`src/rtl/sipo_frame_pkg.sv`:
```
// Shared types and sizing helpers for the SIPO framing controller.
// The optional parity feature is selected by SIPO_PARITY_EN in the design files.
package sipo_frame_pkg;

    typedef enum logic {
        IDLE  = 1'b0,
        SHIFT = 1'b1
    } state_t;

    localparam int DEFAULT_N = 8;

    // Bit counter must hold values up to N+1 (the parity-frame length).
    function automatic int cnt_width(input int n);
        return $clog2(n + 2);
    endfunction

endpackage

```
`src/rtl/sipo_shift_core.sv`:
```
// Enable-gated shift register; clear restarts it with the incoming bit.
// Width is chosen by the controller to hold only the bits it needs to keep.
module sipo_shift_core #(
    parameter int W = 7
) (
    input  logic         clk,
    input  logic         reset,
    input  logic         shift_en,
    input  logic         clear,
    input  logic         si,
    output logic [W-1:0] sr
);

    generate
        if (W == 1) begin : g_one
            always_ff @(posedge clk) begin
                if (reset) begin
                    sr <= '0;
                end else if (shift_en || clear) begin
                    sr <= si;
                end
            end
        end else begin : g_wide
            always_ff @(posedge clk) begin
                if (reset) begin
                    sr <= '0;
                end else if (shift_en) begin
                    sr <= clear ? W'(si) : {sr[W-2:0], si};
                end
            end
        end
    endgenerate

endmodule

```
`src/rtl/sipo_frame_ctrl.sv`:
```
// Framing controller: counts strobed serial bits, loads completed words into a
// valid/ready holding register, flags overrun/frame errors. Optional: SIPO_PARITY_EN.
module sipo_frame_ctrl
    import sipo_frame_pkg::*;
#(
    parameter int  N     = DEFAULT_N,
    localparam int CNT_W = cnt_width(N)
) (
    input  logic         clk,
    input  logic         reset,
    input  logic         si_valid,
    input  logic         si,
    input  logic         sof,
    output logic [N-1:0] po,
    output logic         po_valid,
    input  logic         po_ready,
    output logic         busy,
    output logic         overrun,
    output logic         frame_err
`ifdef SIPO_PARITY_EN
    ,
    output logic         parity_err
`endif
);

    // Handshake: a word transfers on any edge where po_valid && po_ready;
    // po_valid only falls after such a transfer (or reset).

`ifdef SIPO_PARITY_EN
    localparam int F    = N + 1;
    localparam int SR_W = N;
`else
    // The last data bit is taken straight from si, so only N-1 bits are stored.
    localparam int F    = N;
    localparam int SR_W = N - 1;
`endif

    state_t           state;
    logic [CNT_W-1:0] count;
    logic [SR_W-1:0]  sr;
    logic [N-1:0]     word;
    logic             last;
    logic             complete;
    logic             shift_en;

    always_comb begin
        last     = (state == SHIFT) && !sof && (count == CNT_W'(F - 1));
        complete = si_valid && last;
        // Bits past the N-th (the parity bit) are never shifted into the word.
        shift_en = si_valid && (sof || ((state == SHIFT) && (count < CNT_W'(N))));
    end

`ifdef SIPO_PARITY_EN
    assign word = sr;
`else
    assign word = {sr, si};
`endif

    sipo_shift_core #(
        .W(SR_W)
    ) u_core (
        .clk      (clk),
        .reset    (reset),
        .shift_en (shift_en),
        .clear    (si_valid && sof),
        .si       (si),
        .sr       (sr)
    );

    assign busy = (state == SHIFT);

    always_ff @(posedge clk) begin
        if (reset) begin
            state      <= IDLE;
            count      <= '0;
            po         <= '0;
            po_valid   <= 1'b0;
            overrun    <= 1'b0;
            frame_err  <= 1'b0;
`ifdef SIPO_PARITY_EN
            parity_err <= 1'b0;
`endif
        end else begin
            overrun   <= 1'b0;
            frame_err <= 1'b0;

            if (po_valid && po_ready) begin
                po_valid <= 1'b0;
            end

            if (complete) begin
                if (!po_valid || po_ready) begin
                    po         <= word;
                    po_valid   <= 1'b1;
`ifdef SIPO_PARITY_EN
                    parity_err <= (^word) ^ si;
`endif
                end else begin
                    overrun <= 1'b1;
                end
            end

            case (state)
                IDLE: begin
                    if (si_valid && sof) begin
                        state <= SHIFT;
                        count <= CNT_W'(1);
                    end
                end
                SHIFT: begin
                    if (si_valid) begin
                        if (sof) begin
                            frame_err <= 1'b1;
                            count     <= CNT_W'(1);
                        end else if (last) begin
                            state <= IDLE;
                            count <= '0;
                        end else begin
                            count <= count + CNT_W'(1);
                        end
                    end
                end
                default: begin
                    state <= IDLE;
                    count <= '0;
                end
            endcase
        end
    end

endmodule

```
`config.mk`:
```
export PLATFORM = sky130hd
export DESIGN_NAME = sipo_frame_ctrl
export DESIGN_NICKNAME = d
export VERILOG_FILES = /design/src/rtl/sipo_frame_pkg.sv /design/src/rtl/sipo_shift_core.sv /design/src/rtl/sipo_frame_ctrl.sv
export SDC_FILE = /design/constraint.sdc
export NUM_CORES = 1
export LEC_CHECK = 0
export CORE_MARGIN = 1.5
export CORE_UTILIZATION = 50
export DETAILED_ROUTE_END_ITERATION = 8
export PLACE_DENSITY_LB_ADDON = 0.25
export SETUP_SLACK_MARGIN = 0.15
export SYNTH_ARGS = -nofsm -noshare
export SYNTH_HDL_FRONTEND = slang
export SYNTH_SLANG_ARGS = --single-unit
```
`constraint.sdc`:
```
create_clock -name clk -period 2.7 [get_ports clk]
set_input_delay 0.27 -clock clk [delete_from_list [all_inputs] [get_ports clk]]
set_output_delay 0.27 -clock clk [all_outputs]
set_load 0.005 [all_outputs]
```
=== Word-level counts from Yosys, hierarchy flattened ===
Cells that the tools add are included.
W data, S select, Z words.

* Shift operators: 0
* Div/mod/pow operators: 0
* Multiply operators: 0
* Order comparisons: 1
* Equality and inequality tests: 3
* Bitwise operators: 3
* Add/sub/neg operators: 1
* Muxes and demuxes: 16
* Reduce and logical (&&, ||, !) cells: 15

{| class="wikitable"
|+ Operators by type and width
! cell !! count
|-
| $mux W4 || 4
|-
| $mux W1 || 9
|-
| $pmux W4 S2 || 1
|-
| $logic_and A1 B1 Y1 || 7
|-
| $mux W7 || 1
|-
| $add A4 B1 Y4 const B || 1
|-
| $eq A4 B3 Y1 const B || 1
|-
| $lt A4 B4 Y1 const B || 1
|-
| $reduce_and A2 Y1 || 2
|-
| $not A1 Y1 || 3
|-
| $reduce_or A3 Y1 || 1
|-
| $logic_not A1 Y1 || 2
|-
| $logic_or A1 B1 Y1 || 2
|-
| $ne A2 B1 Y1 const B || 1
|-
| $ne A2 B2 Y1 const B || 1
|-
| $pmux W1 S2 || 1
|-
| $reduce_or A2 Y1 || 1
|}

* Bits in latches: 0
* Bits of input ports: 6
* Flip-flop bits (word level): 23
* Memory bits (writable): 0
* ROM bits: 0
* Logic and storage cells: 46
* Memories: 0

=== Logic depth before layout (Yosys ltp) ===
* Word-level depth: 7
* Gate-level depth with buffers: 6
* Gate-level depth less buffers: 5

=== Cells and area by module ===
From an unflattened synthesis, not the netlist that was laid out.

* Cells, all modules: 106
* Area total of the unflattened synthesis: 996.0 µm²

{| class="wikitable"
|+ By module, submodules not included
! module !! cells an instance !! times used !! area an instance (µm²)
|-
| sipo_frame_ctrl || 76 || 1 || 728.2
|-
| sipo_shift_core || 30 || 1 || 267.8
|}

=== Worst setup path after synthesis ===
No wires, ideal clock.

* Path kind: register -> register
* Start: reg count[0]
* End: reg po[0]
* Cell stages (with the launch flop): 7
* Period minus slack after synthesis: 1.405 ns
* Path buffers: 1
* Setup slack: 1.295 ns
* Library setup time: 0.128 ns
* Arrival: 1.277 ns
* Required time: 2.572 ns
* Cells stage by stage: dfxtp_1 -> ha_1 -> and4bb_1 -> and3b_1 -> buf_6 -> mux2i_1 -> nor2_1

* Word-level cells in the longest chain between the ends: 4

{| class="wikitable"
|+ Ends and longest elaborated chain
! element !! line !! RTL
|-
| start, declared || sipo_frame_ctrl.sv:39 || <nowiki>logic [CNT_W-1:0] count;</nowiki>
|-
| start signal, assigned || sipo_frame_ctrl.sv:119 || <nowiki>count <= count + CNT_W'(1);</nowiki>
|-
| $eq A4 B3 Y1 || sipo_frame_ctrl.sv:47 || <nowiki>last = (state == SHIFT) && !sof && (count == CNT_W'(F - 1));</nowiki>
|-
| $logic_and A1 B1 Y1 || sipo_frame_ctrl.sv:47 ||
|-
| $logic_and A1 B1 Y1 || sipo_frame_ctrl.sv:48 || <nowiki>complete = si_valid && last;</nowiki>
|-
| $reduce_and A2 Y1 (no line) || n/a ||
|-
| end signal, assigned || sipo_frame_ctrl.sv:93 || <nowiki>po <= word;</nowiki>
|-
| end, declared || sipo_frame_ctrl.sv:14 || <nowiki>output logic [N-1:0] po,</nowiki>
|}

No other way between the ends.
A chain may end at the register's enable or synchronous reset.

=== Worst setup path in the final report ===
* Start: reg count[0]
* End: reg po[5]

Same word-level chain as after synthesis.

==> metrics <==
status=finished clean; mux share of post-synthesis cell area=11.3%; Worst Hold Path EP=u_core.sr[6]$_SDFFE_PP0P_; # setup viols final=0; largest net degree at the start of global routing=24; remaining antenna violation count=0; Post-synth top cells=dfxtp_1, nor2_1, mux2i_1; die area=0.00207 mm2; Via density=5.30; period utilisation layout=66.4%; CTS H-tree lvls=1; Ys Warns=0; crit-path max cell delay=0.47 ns; post_cts resized=0; worst reg2reg setup slack=0.91 ns; Synth Area in Simple Gates=21.0%; hold path start=u_core.sr[6]$_SDFFE_PP0P_; post-synthesis sequential area ratio=51.1%; Sum Neg Setup Slack=0 ns; # hold bufs at CTS=0; Via Count=726; Worst Tran Pin Value=0.764 ns; Reg clk slew, reported paths=0.12 ns; first-pass GRT wire length=2460 um; fraction of registers with async set/reset=0%; first-pass detailed-route iteration total=4; diode count=0; Post-CTS Setup Inserts=0; upper clock frequency limit=557 MHz; global-route usage over all layers=16.8%; final core occ=65.4%; syn_nets=101; Hold Fails Final Rpt=0; cell count after synthesis=94; Pleak=0.407 nW; gr ovfl total=0; slew margin rel.=48.9%; CTS tree=yes; skew final=0.00541 ns; First DRT Iteration DRCs=14; kind of critical path=reg2reg; DR WL/cell=11.3 um; Critical Path RT=2.88 ns; Longest Clk Path Bufs=2; type of the most critical hold path=reg2reg; Slew Viols, Final=0; Slowest-stage cell, CP=and3b_1; post-synth top area cell=dfxtp_1; Initial Util=52.7%; worst r2r src=count[0]$_SDFFE_PP0P_; vias in the first global route=567; Power per Cell Area=484 mW/mm2; critical path launch point type=flip-flop; fin nets=120; clk sinks=23; Synth top area share=51.1%; Post-synth EDFFs=0; WP buf/inv=0; share of layout cells above drive strength 1=6.25%; global placement routability congestion=0.723; Clk Latency, worst-skew pair=0.31 ns; complex-gate fraction of the synthesized area=11.9%; Mapped Area=901 um2; row cnt=15; WHS=0.494 ns; root buffer cell=clkbuf_4; Synth Area in XOR/XNOR=0%; Hold Path Depth=2; top cells by area, synth=dfxtp_1, mux2i_1, nor2_1, a22oi_1, nand2_1; CTS buffer count=3; Top Ports=18; r2r endpoint=po[5]$_SDFFE_PP0P_; core box area=0.00171 mm2; Syn Area/Cell=9.58 um2; area grow syn2layout=24.0%; antenna violations before repair=0; Synth Area in Adders=1.39%; Post-route DRC=0; worst path arrival time=1.97 ns; Die Ht=45.4 um; top_reg_cell synth=dfxtp_1; hpwl dp=1080 um; Max FO, Critical Path=8; IO buf count=17; Worst Reg-to-Reg Cells=5; Max Cap Viol=0; Post-Route WL=1550 um; Synth cell types=23; Final Critical Period=1.79 ns; synthesized flop and latch total=23; Die W=45.4 um; CP top delay family=simple AND/OR/NAND/NOR gates; worst-path cell chain=ha_1 > and4bb_1 > and3b_1 > mux2i_1 > nor2_1; largest family of logic cells by synthesized area=simple AND/OR/NAND/NOR gates; most common cell in the netlist=dfxtp_1; unrepaired setup endpoints after global routing=false; VDD IR-drop max=292 uV; CP Capture Type=flip-flop
==> how the worst max path moves through the flow <==
stage / start / endpoint / slack (ns) / depth (start not counted)
finish: count[0]$_SDFFE_PP0P_ / po[5]$_SDFFE_PP0P_ / 0.91 / 5
detailed placement: sof / po[4]$_SDFFE_PP0P_ / 0.76 / 5
global route: count[0]$_SDFFE_PP0P_ / po[0]$_SDFFE_PP0P_ / 0.76 / 5
CTS: count[0]$_SDFFE_PP0P_ / po[4]$_SDFFE_PP0P_ / 0.89 / 5
global placement: sof / po[4]$_SDFFE_PP0P_ / 0.78 / 5
floorplan: count[0]$_SDFFE_PP0P_ / po[0]$_SDFFE_PP0P_ / 1.30 / 6
==> final cells by class <==
type | instances | area (um2)
fillers | 134 | 591
flip-flops and latches | 23 | 460
multi-input cells | 65 | 410
repair buffers | 19 | 185
well taps | 25 | 31.3
clock buffers | 4 | 26.3
inverters | 1 | 3.75
==> metal layers <==
metal  track usage (%)  share of wire [%]  vias up
met2              24.2                 43       20
li1                  -                  -      366
met1              22.8                 50      336
met3              3.57                5.6        4
met5                 0                  0        -
met4              10.6                1.6        0
==> tightest hold or removal path: cells and delay by family, from the launching register on <==
family / cells / cell delay [ns]
and+or+nand+nor: 1 / 0.05
AOI/OAI and AO/OA: 1 / 0.06
DFF: 1 / 0.33
==> flip-flops by register name, indices dropped and copies added (netlist names) <==
signal     flops
busy           1
po_valid       1
u_core.sr      7
overrun        1
po             8
frame_err      1
count          4
==> power by group <==
part,internal [mW],switching [mW],total [mW],leakage (nW)
clock network,0.0577,0.0990,0.157,0.0150
logic,0.0174,0.0190,0.0364,0.206
registers,0.343,0.00445,0.347,0.186
==> layout by cell type (no fill, tap or decap) <==
cell / instances
a21oi_1: 4
a221oi_1: 2
a22oi_1: 6
and2b_1: 1
and3b_1: 2
and4b_1: 1
and4bb_1: 1
buf_4: 2
clkbuf_1: 1
clkbuf_4: 3
clkdlybuf4s50_1: 17
dfxtp_1: 23
ha_1: 1
inv_1: 1
mux2_2: 1
mux2i_1: 9
nand2_1: 6
nand2b_1: 1
nand3_1: 4
nor2_1: 18
nor3_1: 2
nor3b_1: 2
o21ai_1: 2
o21ai_2: 1
o22ai_1: 1
==> per-stage QoR <==
stage / instance area (um2) / cells / setup slack, ns / power [mW]
final: 1120 / 137 / 0.906 / 0.540
after global routing: 1120 / 137 / 0.762 / 0.562
after CTS: 1120 / 137 / 0.886 / 0.545
after detailed placement: 1090 / 133 / 0.756 / 0.392
after global placement: 1090 / 133 / 0.783 / 0.390
after floorplan: 901 / 94 / 1.30 / 0.374
==> cells by family (layout without fill, tap and decap cells) <==
logic type      Yosys count  in the layout
mux                      10             10
fa+ha+maj                 1              1
buf+inv                   6             24
compound gates           16             16
flops                    23             23
simple gates             38             38
(Power assumes the default switching activity.)
